===== src/rtl/uart_rx_fifo_if.sv =====
// Frame-in / show-ahead-read-out bundle for uart_rx_fifo.
// The slave modport is the FIFO side; the master modport is the receiver-plus-host side.
interface uart_rx_fifo_if #(
    parameter int DATA_W = 8
) ();
    logic [DATA_W-1:0] rx_data;
    logic              rx_done;
    logic              parity_error;
    logic [DATA_W-1:0] rd_data;
    logic              rd_perr;
    logic              rd_valid;
    logic              rd_ready;

    modport master (
        output rx_data, rx_done, parity_error, rd_ready,
        input  rd_data, rd_perr, rd_valid
    );

    modport slave (
        input  rx_data, rx_done, parity_error, rd_ready,
        output rd_data, rd_perr, rd_valid
    );
endinterface


===== src/rtl/uart_rx_fifo.sv =====
// UART receive FIFO with show-ahead read port, rts_n hysteresis and sticky overflow.
// Optional UART_RX_FIFO_DROP_PERR_EN: discard parity-errored frames and flag them on perr_drop.
module uart_rx_fifo #(
    parameter int  DATA_W    = 8,
    parameter int  DEPTH     = 16,
    parameter int  AFULL_LVL = 12,
    parameter int  RTS_HYST  = 4,
    localparam int AW        = $clog2(DEPTH)
) (
    input  logic          clk,
    input  logic          reset,
    uart_rx_fifo_if.slave bus,
    output logic [AW:0]   count,
    output logic          rts_n,
    output logic          overflow,
    input  logic          overflow_clr
`ifdef UART_RX_FIFO_DROP_PERR_EN
    ,
    output logic          perr_drop
`endif
);

    localparam logic [AW:0] DEPTH_C  = (AW+1)'(DEPTH);
    localparam logic [AW:0] AFULL_C  = (AW+1)'(AFULL_LVL);
    localparam logic [AW:0] RESUME_C = (AW+1)'(AFULL_LVL - RTS_HYST);

`ifdef UART_RX_FIFO_DROP_PERR_EN
    localparam int EW = DATA_W;
`else
    localparam int EW = DATA_W + 1;
`endif

    logic [EW-1:0] mem [DEPTH];
    logic [AW-1:0] wr_ptr;
    logic [AW-1:0] rd_ptr;
    logic [AW:0]   count_next;
    logic [EW-1:0] wr_entry;
    logic          frame_ok;
    logic          full;
    logic          push;
    logic          pop;
    logic          drop_full;

`ifdef UART_RX_FIFO_DROP_PERR_EN
    assign frame_ok     = bus.rx_done & ~bus.parity_error;
    assign wr_entry     = bus.rx_data;
    assign bus.rd_data  = mem[rd_ptr];
    assign bus.rd_perr  = 1'b0;
`else
    assign frame_ok     = bus.rx_done;
    assign wr_entry     = {bus.parity_error, bus.rx_data};
    assign bus.rd_data  = mem[rd_ptr][DATA_W-1:0];
    assign bus.rd_perr  = mem[rd_ptr][DATA_W];
`endif

    assign bus.rd_valid = (count != '0);
    assign full         = (count == DEPTH_C);
    assign pop          = bus.rd_valid & bus.rd_ready;
    // A full FIFO still takes a frame when the head leaves in the same cycle.
    assign push         = frame_ok & (~full | pop);
    assign drop_full    = frame_ok & full & ~pop;
    assign count_next   = count + (AW+1)'(push) - (AW+1)'(pop);

    always_ff @(posedge clk) begin
        if (push) begin
            mem[wr_ptr] <= wr_entry;
        end
    end

    always_ff @(posedge clk or posedge reset) begin
        if (reset) begin
            wr_ptr   <= '0;
            rd_ptr   <= '0;
            count    <= '0;
            rts_n    <= 1'b1;
            overflow <= 1'b0;
        end else begin
            if (push) begin
                wr_ptr <= wr_ptr + AW'(1);
            end
            if (pop) begin
                rd_ptr <= rd_ptr + AW'(1);
            end
            count <= count_next;
            // Between the two thresholds rts_n keeps its last value.
            if (count_next >= AFULL_C) begin
                rts_n <= 1'b1;
            end else if (count_next <= RESUME_C) begin
                rts_n <= 1'b0;
            end
            if (drop_full) begin
                overflow <= 1'b1;
            end else if (overflow_clr) begin
                overflow <= 1'b0;
            end
        end
    end

`ifdef UART_RX_FIFO_DROP_PERR_EN
    always_ff @(posedge clk or posedge reset) begin
        if (reset) begin
            perr_drop <= 1'b0;
        end else if (bus.rx_done & bus.parity_error) begin
            perr_drop <= 1'b1;
        end else if (overflow_clr) begin
            perr_drop <= 1'b0;
        end
    end
`endif

endmodule


===== src/flat_wrapper.sv =====
// flat-port wrapper written by rule: the top's interface ports become plain ports
module uart_rx_fifo_flat 
#(
    parameter int  DATA_W    = 8,
    parameter int  DEPTH     = 16,
    parameter int  AFULL_LVL = 12,
    parameter int  RTS_HYST  = 4,
    localparam int AW        = $clog2(DEPTH)
)
  (clk, reset, count, rts_n, overflow, overflow_clr, bus_rx_data, bus_rx_done, bus_parity_error, bus_rd_ready, bus_rd_data, bus_rd_perr, bus_rd_valid);
  uart_rx_fifo_if #(.DATA_W(DATA_W)) bus_i ();
  input  logic clk;
  input  logic reset;
  output logic [AW:0] count;
  output logic rts_n;
  output logic overflow;
  input  logic overflow_clr;
  input wire logic [$bits(bus_i.rx_data)-1:0] bus_rx_data;
  input wire logic [$bits(bus_i.rx_done)-1:0] bus_rx_done;
  input wire logic [$bits(bus_i.parity_error)-1:0] bus_parity_error;
  input wire logic [$bits(bus_i.rd_ready)-1:0] bus_rd_ready;
  output wire logic [$bits(bus_i.rd_data)-1:0] bus_rd_data;
  output wire logic [$bits(bus_i.rd_perr)-1:0] bus_rd_perr;
  output wire logic [$bits(bus_i.rd_valid)-1:0] bus_rd_valid;
  assign bus_i.rx_data = bus_rx_data;
  assign bus_i.rx_done = bus_rx_done;
  assign bus_i.parity_error = bus_parity_error;
  assign bus_i.rd_ready = bus_rd_ready;
  assign bus_rd_data = bus_i.rd_data;
  assign bus_rd_perr = bus_i.rd_perr;
  assign bus_rd_valid = bus_i.rd_valid;
  uart_rx_fifo #(.DATA_W(DATA_W), .DEPTH(DEPTH), .AFULL_LVL(AFULL_LVL), .RTS_HYST(RTS_HYST)) u_core (.clk(clk), .reset(reset), .bus(bus_i), .count(count), .rts_n(rts_n), .overflow(overflow), .overflow_clr(overflow_clr));
endmodule

===== config.mk =====
export PLATFORM = sky130hd
export DESIGN_NAME = uart_rx_fifo_flat
export DESIGN_NICKNAME = d
export VERILOG_FILES = /design/src/rtl/uart_rx_fifo_if.sv /design/src/rtl/uart_rx_fifo.sv /design/src/flat_wrapper.sv
export SDC_FILE = /design/constraint.sdc
export NUM_CORES = 1
export LEC_CHECK = 0
export CORE_ASPECT_RATIO = 0.75
export CORE_UTILIZATION = 60
export DETAILED_ROUTE_END_ITERATION = 8
export PLACE_DENSITY = 0.88
export SKIP_CTS_REPAIR_TIMING = 1
export SYNTH_ARGS = -nofsm -noshare
export SYNTH_HDL_FRONTEND = slang
export SYNTH_SLANG_ARGS = --single-unit

===== constraint.sdc =====
create_clock -name clk -period 4.25 [get_ports clk]
set_input_delay 0.6375 -clock clk [delete_from_list [all_inputs] [get_ports clk]]
set_output_delay 0.6375 -clock clk [all_outputs]
set_load 0.03 [all_outputs]

Word level (Yosys, flattened, before mapping)
Memory sizes are Yosys's and may differ from the RTL's. Cells that the tools add are included.

Add/sub/neg operators: 4. Magnitude comparators: 2. Equal/unequal tests: 1. Multiplexer cells: 6. Bitwise gates (word level): 7. Reduce and logical (&&, ||, !) cells: 3.

Operators by type and width (count): 4-bit by 1-bit adder with 4-bit output, second input constant (2); 1-bit two-way mux (6); 5-bit by 1-bit adder with 5-bit output (1); 5-bit == test, second input constant (1); 5-bit by 4-bit >= comparator with 1-bit output, second input constant (1); 5-bit by 4-bit <= comparator with 1-bit output, second input constant (1); 5-bit nonzero test (1); 5-bit by 1-bit subtractor with 5-bit output (1); 1-bit bitwise AND (4); 2-bit nonzero test (2); 1-bit inverter (2); 1-bit bitwise OR (1).

Register bits: 15. Memory bits (writable): 144. Bits of input ports: 14. Output and inout bits: 17. Word-level logic and storage cells: 29. Memories kept: 1.

Memory list: u_core.mem (words 16, width 9, rd ports 1, clocked after memory_dff 0, wr ports 1, RTL line uart_rx_fifo.sv:33) `logic [EW-1:0] mem [DEPTH];`.

Longest topological paths before layout
Gate-level depths: netlist of run 1.

Word-level depth: 9. Depth in mapped cells: 14. Mapped depth without buffers: 13.

Worst setup path after synthesis of run 1
No wires, ideal clock.

Path kind: register to register. Start: reg u_core.count[3]. End: reg u_core.rts_n. Setup time: 83 ps. Data arrival time: 3177 ps. Required time: 4167 ps. Setup slack: 990 ps. Cell stages (with the launch flop): 15. Path buffers: 1. Period minus slack after synthesis: 3260 ps. Cells stage by stage: dfrtp_1 -> inv_1 -> ha_1 -> or4b_4 -> and2_4 -> buf_6 -> ha_1 -> inv_1 -> ha_1 -> inv_1 -> fa_1 -> nand2b_1 -> a21oi_1 -> o21a_1 -> a2bb2o_1.

Cells in the longest elaborated chain, start to end: 8. Elaborated cells on any way between the ends: 12. Classes of those cells: add/sub: 2; order compare: 2; eq/ne: 1; mux: 1; bitwise: 4; reduce/logical: 2.

Ends and longest elaborated chain: from (decl) (RTL line uart_rx_fifo.sv:13) `output logic [AW:0] count,`; from (signal assigned) (RTL line uart_rx_fifo.sv:84) `count <= count_next;`; 5-bit nonzero test * (RTL line uart_rx_fifo.sv:56) `assign bus.rd_valid = (count != '0);`; named net bus_rd_valid (RTL line flat_wrapper.sv:24) `output wire logic [$bits(bus_i.rd_valid)-1:0] bus_rd_valid;`; 1-bit bitwise AND * (RTL line uart_rx_fifo.sv:58) `assign pop = bus.rd_valid & bus.rd_ready;`; named net u_core.pop (RTL line uart_rx_fifo.sv:41) `logic pop;`; 1-bit bitwise OR (RTL line uart_rx_fifo.sv:60) `assign push = frame_ok & (~full | pop);`; 1-bit bitwise AND (RTL line uart_rx_fifo.sv:60); 5-bit by 1-bit adder with 5-bit output (RTL line uart_rx_fifo.sv:62) `assign count_next = count + (AW+1)'(push) - (AW+1)'(pop);`; 5-bit by 1-bit subtractor with 5-bit output * (RTL line uart_rx_fifo.sv:62); 5-bit by 4-bit >= comparator with 1-bit output / 5-bit by 4-bit <= comparator with 1-bit output (equally long branches) (RTL line uart_rx_fifo.sv:86, uart_rx_fifo.sv:88); 1-bit two-way mux / 2-bit nonzero test (equally long branches); to (signal assigned) (RTL line uart_rx_fifo.sv:75) `rts_n <= 1'b1;`; to (signal assigned) (RTL line uart_rx_fifo.sv:87) `rts_n <= 1'b1;`; to (signal assigned) (RTL line uart_rx_fifo.sv:89) `rts_n <= 1'b0;`; to (decl) (RTL line uart_rx_fifo.sv:14) `output logic rts_n,`.

Mark *: on every way through the listed nets, which the timed path passes. The rest lies on a longest branch. A chain may end at the register's enable or synchronous reset.

Final worst setup path of run 1
Start: reg u_core.rd_ptr[0]. End: out bus_rd_data[1].

Cells in the longest elaborated chain, start to end: 1.

Ends and longest elaborated chain: from (decl) (RTL line uart_rx_fifo.sv:35) `logic [AW-1:0] rd_ptr;`; from (signal assigned) (RTL line uart_rx_fifo.sv:82) `rd_ptr <= rd_ptr + AW'(1);`; memory read 16 x 9 bit; to (decl) (RTL line flat_wrapper.sv:22) `output wire logic [$bits(bus_i.rd_data)-1:0] bus_rd_data;`.

No other way between the ends.

==> results of run 1 <==
-- metal layers --
layer | part of all wire | track usage | wire length [µm] | up-vias
met5 | 0 | 0 | 0 | -
li1 | - | - | - | 1503
met1 | 0.45 | 0.382 | 5860 | 1696
met4 | 0.021 | 0.0936 | 272 | 0
met3 | 0.070 | 0.0672 | 899 | 24
met2 | 0.45 | 0.367 | 5850 | 126
-- synth_stat cells --
master and number:
a21o_1 1, a21oi_1 2, a221oi_1 18, a22oi_1 9, a2bb2o_1 1, a31oi_2 1, a41o_1 1, and2_1 1
and2_4 1, buf_1 1, buf_2 4, buf_4 2, buf_6 4, clkbuf_1 6, clkinv_1 1, dfrtp_1 14
dfstp_2 1, edfxtp_1 144, fa_1 1, ha_1 11, inv_1 14, mux2_4 1, mux2i_1 36, mux4_2 18
nand2_1 16, nand2b_1 4, nand3_1 1, nand4_1 1, nor2_1 13, nor2b_1 2, nor3_1 5, nor3b_1 1
o21a_1 1, o21ai_0 11, or4b_4 1, xnor2_1 7, xor2_1 2
-- cell type report --
type,count,area (µm²),share of cell area
Timing Repair Buffer,40,375,0.0506
Clock buffer,24,452,0.0609
Multi-Input combinational cell,167,1570,0.212
Sequential cell,159,4700,0.634
Inverter,15,56.3,0.00759
Tap cell,136,170,0.0229
Clock inverter,7,88.8,0.0120
-- where the power goes --
group          internal (W)  switching [W]
clock network      0.000857       0.000547
registers           0.00193       0.000256
logic              0.000815        0.00107
total               0.00360        0.00187
-- sequential cells by signal, indices dropped and copies added (netlist names) --
register,flops
u_core.rts_n,1
u_core.count,5
u_core.mem,144
u_core.wr_ptr,4
u_core.rd_ptr,4
u_core.overflow,1
-- through the flow --
step                hold slack (ps)  setup WS [ps]  utilization  std cells  area (µm²)
floorplan                       538            990            -        358        6440
CTS                             605            310        0.716        548        7420
finish                          598            345        0.716        548        7420
global route                    669            153        0.716        548        7420
detailed placement              580            823        0.663        517        6880
global placement                591            884        0.663        517        6880
-- logic make-up after synthesis --
logic type / Yosys count
DFF: 159
and+or+nand+nor: 46
adders and majority gates: 12
buffers and inverters: 32
muxes: 55
xor gates and xnor gates: 9
AOI/OAI and AO/OA: 45
-- worst min-delay path by stage --
stage | from | end | slack, ps | cells after the start
global placement | u_core.overflow | u_core.overflow | 590 | 2
floorplan | reset | u_core.count[0] | 540 | 1
CTS | u_core.overflow | u_core.overflow | 600 | 2
detailed placement | u_core.overflow | u_core.overflow | 580 | 2
global route | reset | u_core.rd_ptr[2] | 670 | 2
finish | reset | u_core.wr_ptr[1] | 600 | 2
==> flow_summary.json, run 1 <==
{
  "worst_pin_slew_ps": 1030,
  "pin_count": 31,
  "layout_min_cycle_time_ps": 3910,
  "numCtsBuffers": 17,
  "clkTransAtPathRegs_ps": 60,
  "die_y_um": 91.7,
  "drt-vias-per-instance": 6.11,
  "ir_worst_vdd_mv": 0.523,
  "clock-sinks": 159,
  "yosys.area_share.adder": 0.0245,
  "slowest_stage": "dfrtp_4",
  "power.density_mw_per_mm2": 738,
  "drv_slew": 0,
  "hold_viol_final": 0,
  "wl_per_cell_um": 23.5,
  "ys_warn_count": 0,
  "worstPathRequired_ps": 3610,
  "dp_hpwl_um": 7940,
  "path_delay_family": "buffers and inverters",
  "layout_commonest_cell": "edfxtp_1",
  "timing.final.crit_share": 0.919,
  "cp_max_fo": 43,
  "numPortBuffers": 30,
  "tns_ps": 0,
  "path_depth": 6,
  "layout_common_cells": "edfxtp_1 (144), mux2i_1 (36), clkdlybuf4s50_1 (30)",
  "synthesis.area_mm2": 0.00644,
  "ys_seq_area_frac": 0.730,
  "crit_path_end": "bus_rd_data[1]",
  "grt_max_degree": 44,
  "gr-usage-all-layers": 0.256,
  "cts-root-buf": "clkbuf_16",
  "cp_num_buf_inv": 2,
  "h-tree-depth": 4,
  "antenna_found_initial": 0,
  "area_delta_synth_final_pct": 15.3,
  "initial_core_util": 0.621,
  "synth_nets": 384,
  "critPathArrivalTime_ps": 3270,
  "min_path_type": "primary input to async pin",
  "firstDrtPassIters": 5,
  "worstPathCellList": "buf_4 -> mux2i_1 -> a221oi_1 -> o21ai_0 -> nand2_1 -> clkdlybuf4s50_1",
  "slew_headroom": 0.312,
  "drc": 0,
  "cp-start-kind": "register",
  "ys_ff_latch": 159,
  "critPathCaptureType": "output pin",
  "synthDistinctLibCells": 37,
  "clkLatencyLatePin_ps": 420,
  "maxCapViolations": 0,
  "gp_congestion": 0.792,
  "synth-simple-area-share": 0.0340,
  "die_area_mm2": 0.0112,
  "max_freq_mhz": 256,
  "synth.avg_cell_area_um2": 18.0,
  "grt_first_pass_wirelength_um": 19700,
  "die_x_um": 122,
  "synth_mux_area_frac": 0.121,
  "synth.top_cell.area_share": 0.672,
  "first_global_vias": 3448,
  "vias": 3349,
  "diodes": 0,
  "timing.rr.start": "u_core.count[3]",
  "ys_top_cells_by_area": "edfxtp_1 (67%), mux4_2 (6.3%), mux2i_1 (5.6%), dfrtp_1 (5.4%), a221oi_1 (2.4%)",
  "synth_compound_area_frac": 0.0525,
  "slowest_delay_ps": 950,
  "rsz0062_at_grt": "no",
  "core_mm2": 0.0104,
  "finalSetupViolations": 0,
  "outcome": "completed",
  "grt-ovfl-total": 0,
  "num_rows": 32,
  "r2r_end": "u_core.rts_n",
  "synth_top_area_cell": "edfxtp_1",
  "clockBufferDepth": 2,
  "fillers": 618,
  "cts_tree": "done",
  "clock-skew-final_ps": 7.93,
  "p_leak_nw": 2.61,
  "finalPower_w": 0.00548,
  "final_nets": 426,
  "rrSetupSlack_ps": 1070,
  "drt_iter0_drc": 297,
  "worstSetupStartpoint": "u_core.rd_ptr[0]",
  "drive_gt1_frac": 0.136,
  "synth_cells": 358,
  "drtAntennaViolNets": 0,
  "timing_worst_setup_path_type": "register to output pin",
  "reg2reg_depth": 13,
  "drt_wl_total_um": 12900,
  "synth_top_family_by_area": "multiplexers",
  "synth_xor_area_frac": 0.0122
}
Note: power is estimated with default switching activity, not from simulation.
==> inputs of run 2 (changes only) <==
- CORE_MARGIN: unset -> 8
==> flow_summary.json, run 2 (synthesis results as in run 1) <==
{
  "cts_tree": "done",
  "grt_first_pass_wirelength_um": 20700,
  "layout_min_cycle_time_ps": 3940,
  "gr-usage-all-layers": 0.197,
  "die_y_um": 106,
  "slowest_delay_ps": 750,
  "p_leak_nw": 2.65,
  "drt_wl_total_um": 13500,
  "gp_congestion": 0.816,
  "path_delay_family": "compound AO/OA/AOI/OAI gates",
  "drv_slew": 0,
  "setup_ws_ps": 311,
  "finalSetupViolations": 0,
  "hold_viol_final": 0,
  "wl_per_cell_um": 24.7,
  "reg2reg_depth": 13,
  "outcome": "completed",
  "cp-start-kind": "register",
  "worstPathCellList": "and2_1 -> a221oi_1 -> o21ai_0 -> nand2_1 -> clkdlybuf4s50_1",
  "clock-skew-final_ps": 8.38,
  "cp_num_buf_inv": 1,
  "timing.final.crit_share": 0.927,
  "rsz0062_at_grt": "no",
  "worstPathRequired_ps": 3610,
  "layout_common_cells": "edfxtp_1 (144), mux2i_1 (36), clkdlybuf4s50_1 (30)",
  "min_path_type": "primary input to async pin",
  "pin_count": 31,
  "dp_hpwl_um": 8300,
  "critPathCaptureType": "output pin",
  "path_depth": 5,
  "antenna_found_initial": 0,
  "cts-root-buf": "clkbuf_16",
  "worst_pin_slew_ps": 1010,
  "clkLatencyLatePin_ps": 420,
  "drt-vias-per-instance": 6.38,
  "vias": 3485,
  "max_freq_mhz": 254,
  "final_nets": 423,
  "h-tree-depth": 4,
  "final_area_mm2": 0.00752,
  "layout_commonest_cell": "edfxtp_1",
  "reg_top3": "u_core.mem x144, u_core.count x5",
  "timing_worst_setup_path_type": "register to output pin",
  "cp_max_fo": 19,
  "clkTransAtPathRegs_ps": 60,
  "firstDrtPassIters": 5,
  "slew_headroom": 0.321,
  "core_mm2": 0.0104,
  "initial_core_util": 0.621,
  "area_delta_synth_final_pct": 16.8,
  "tns_ps": 0,
  "maxCapViolations": 0,
  "num_rows": 32,
  "ir_worst_vdd_mv": 0.395,
  "die_x_um": 136,
  "critPathArrivalTime_ps": 3300,
  "largest_register": "u_core.mem",
  "slowest_stage": "a221oi_1",
  "grt-ovfl-total": 0,
  "dpl_cell_area_mm2": 0.00687,
  "clockBufferDepth": 2,
  "dpl_worst_slack_ps": 882,
  "drtAntennaViolNets": 0,
  "drt_iter0_drc": 405,
  "numPortBuffers": 30,
  "die_area_mm2": 0.0143,
  "first_global_vias": 3509,
  "largest_reg_flops": 144,
  "numCtsBuffers": 17,
  "power.density_mw_per_mm2": 766,
  "diodes": 0,
  "drive_gt1_frac": 0.141,
  "grt_max_degree": 41,
  "drc": 0,
  "fillers": 602,
  "clock-sinks": 159
}
==> run 2: cell types whose count changed in the layout (fill, tap and decap cells not counted), sizes merged <==
| cell | change |
|---|---|
| clkbuf | -5 |
| clkinv | +2 |
| buf | -3 |
| bufinv | +4 |
==> run 2: per-layer routing <==
layer  GRT usage  routed length [µm]  up-vias
met2       0.307                6590      166
met3      0.0669                1040       20
met4      0.0514                 171        0
li1            -                   -     1493
met5           0                   0        -
met1       0.262                5660     1806
==> run 2: cell type report <==
cell class                      count  area [µm²]  share of cell area
Clock buffer                       19         433              0.0576
Clock inverter                     13         218              0.0289
Inverter                           15        56.3             0.00749
Multi-Input combinational cell    167        1570               0.209
Sequential cell                   159        4700               0.626
Tap cell                          136         170              0.0226
Timing Repair Buffer               37         365              0.0486
==> run 2: power breakdown <==
part / leakage (nW) / switching [W] / total, W / internal, W
Combinational: 0.861 / 0.00110 / 0.00192 / 0.000821
Clock: 0.313 / 0.000581 / 0.00167 / 0.00109
Sequential: 1.48 / 0.000239 / 0.00217 / 0.00193
==> run 2: metrics by stage <==
step | total power (W) | std cells | utilization | hold slack, ps
5_1_grt | 0.00599 | 546 | 0.725 | 621
2_1_floorplan | 0.00344 | 358 | - | 538
3_5_place_dp | 0.00408 | 514 | 0.663 | 589
3_3_place_gp | 0.00400 | 514 | 0.663 | 587
4_1_cts | 0.00577 | 546 | 0.725 | 591
6_report | 0.00576 | 546 | 0.725 | 584
==> run 2: path summary, 6_finish.rpt <==
check,startpoint,endpoint,slack (ps)
worst max-delay path,u_core.rd_ptr[2],bus_rd_data[4],310
worst min-delay path,reset,u_core.wr_ptr[2],580
worst max register to register,u_core.count[2],u_core.rts_n,1070
worst min register to register,u_core.overflow,u_core.overflow,600
max in group asynchronous,reset,u_core.rd_ptr[0],3220
min in group clk,u_core.overflow,u_core.overflow,600
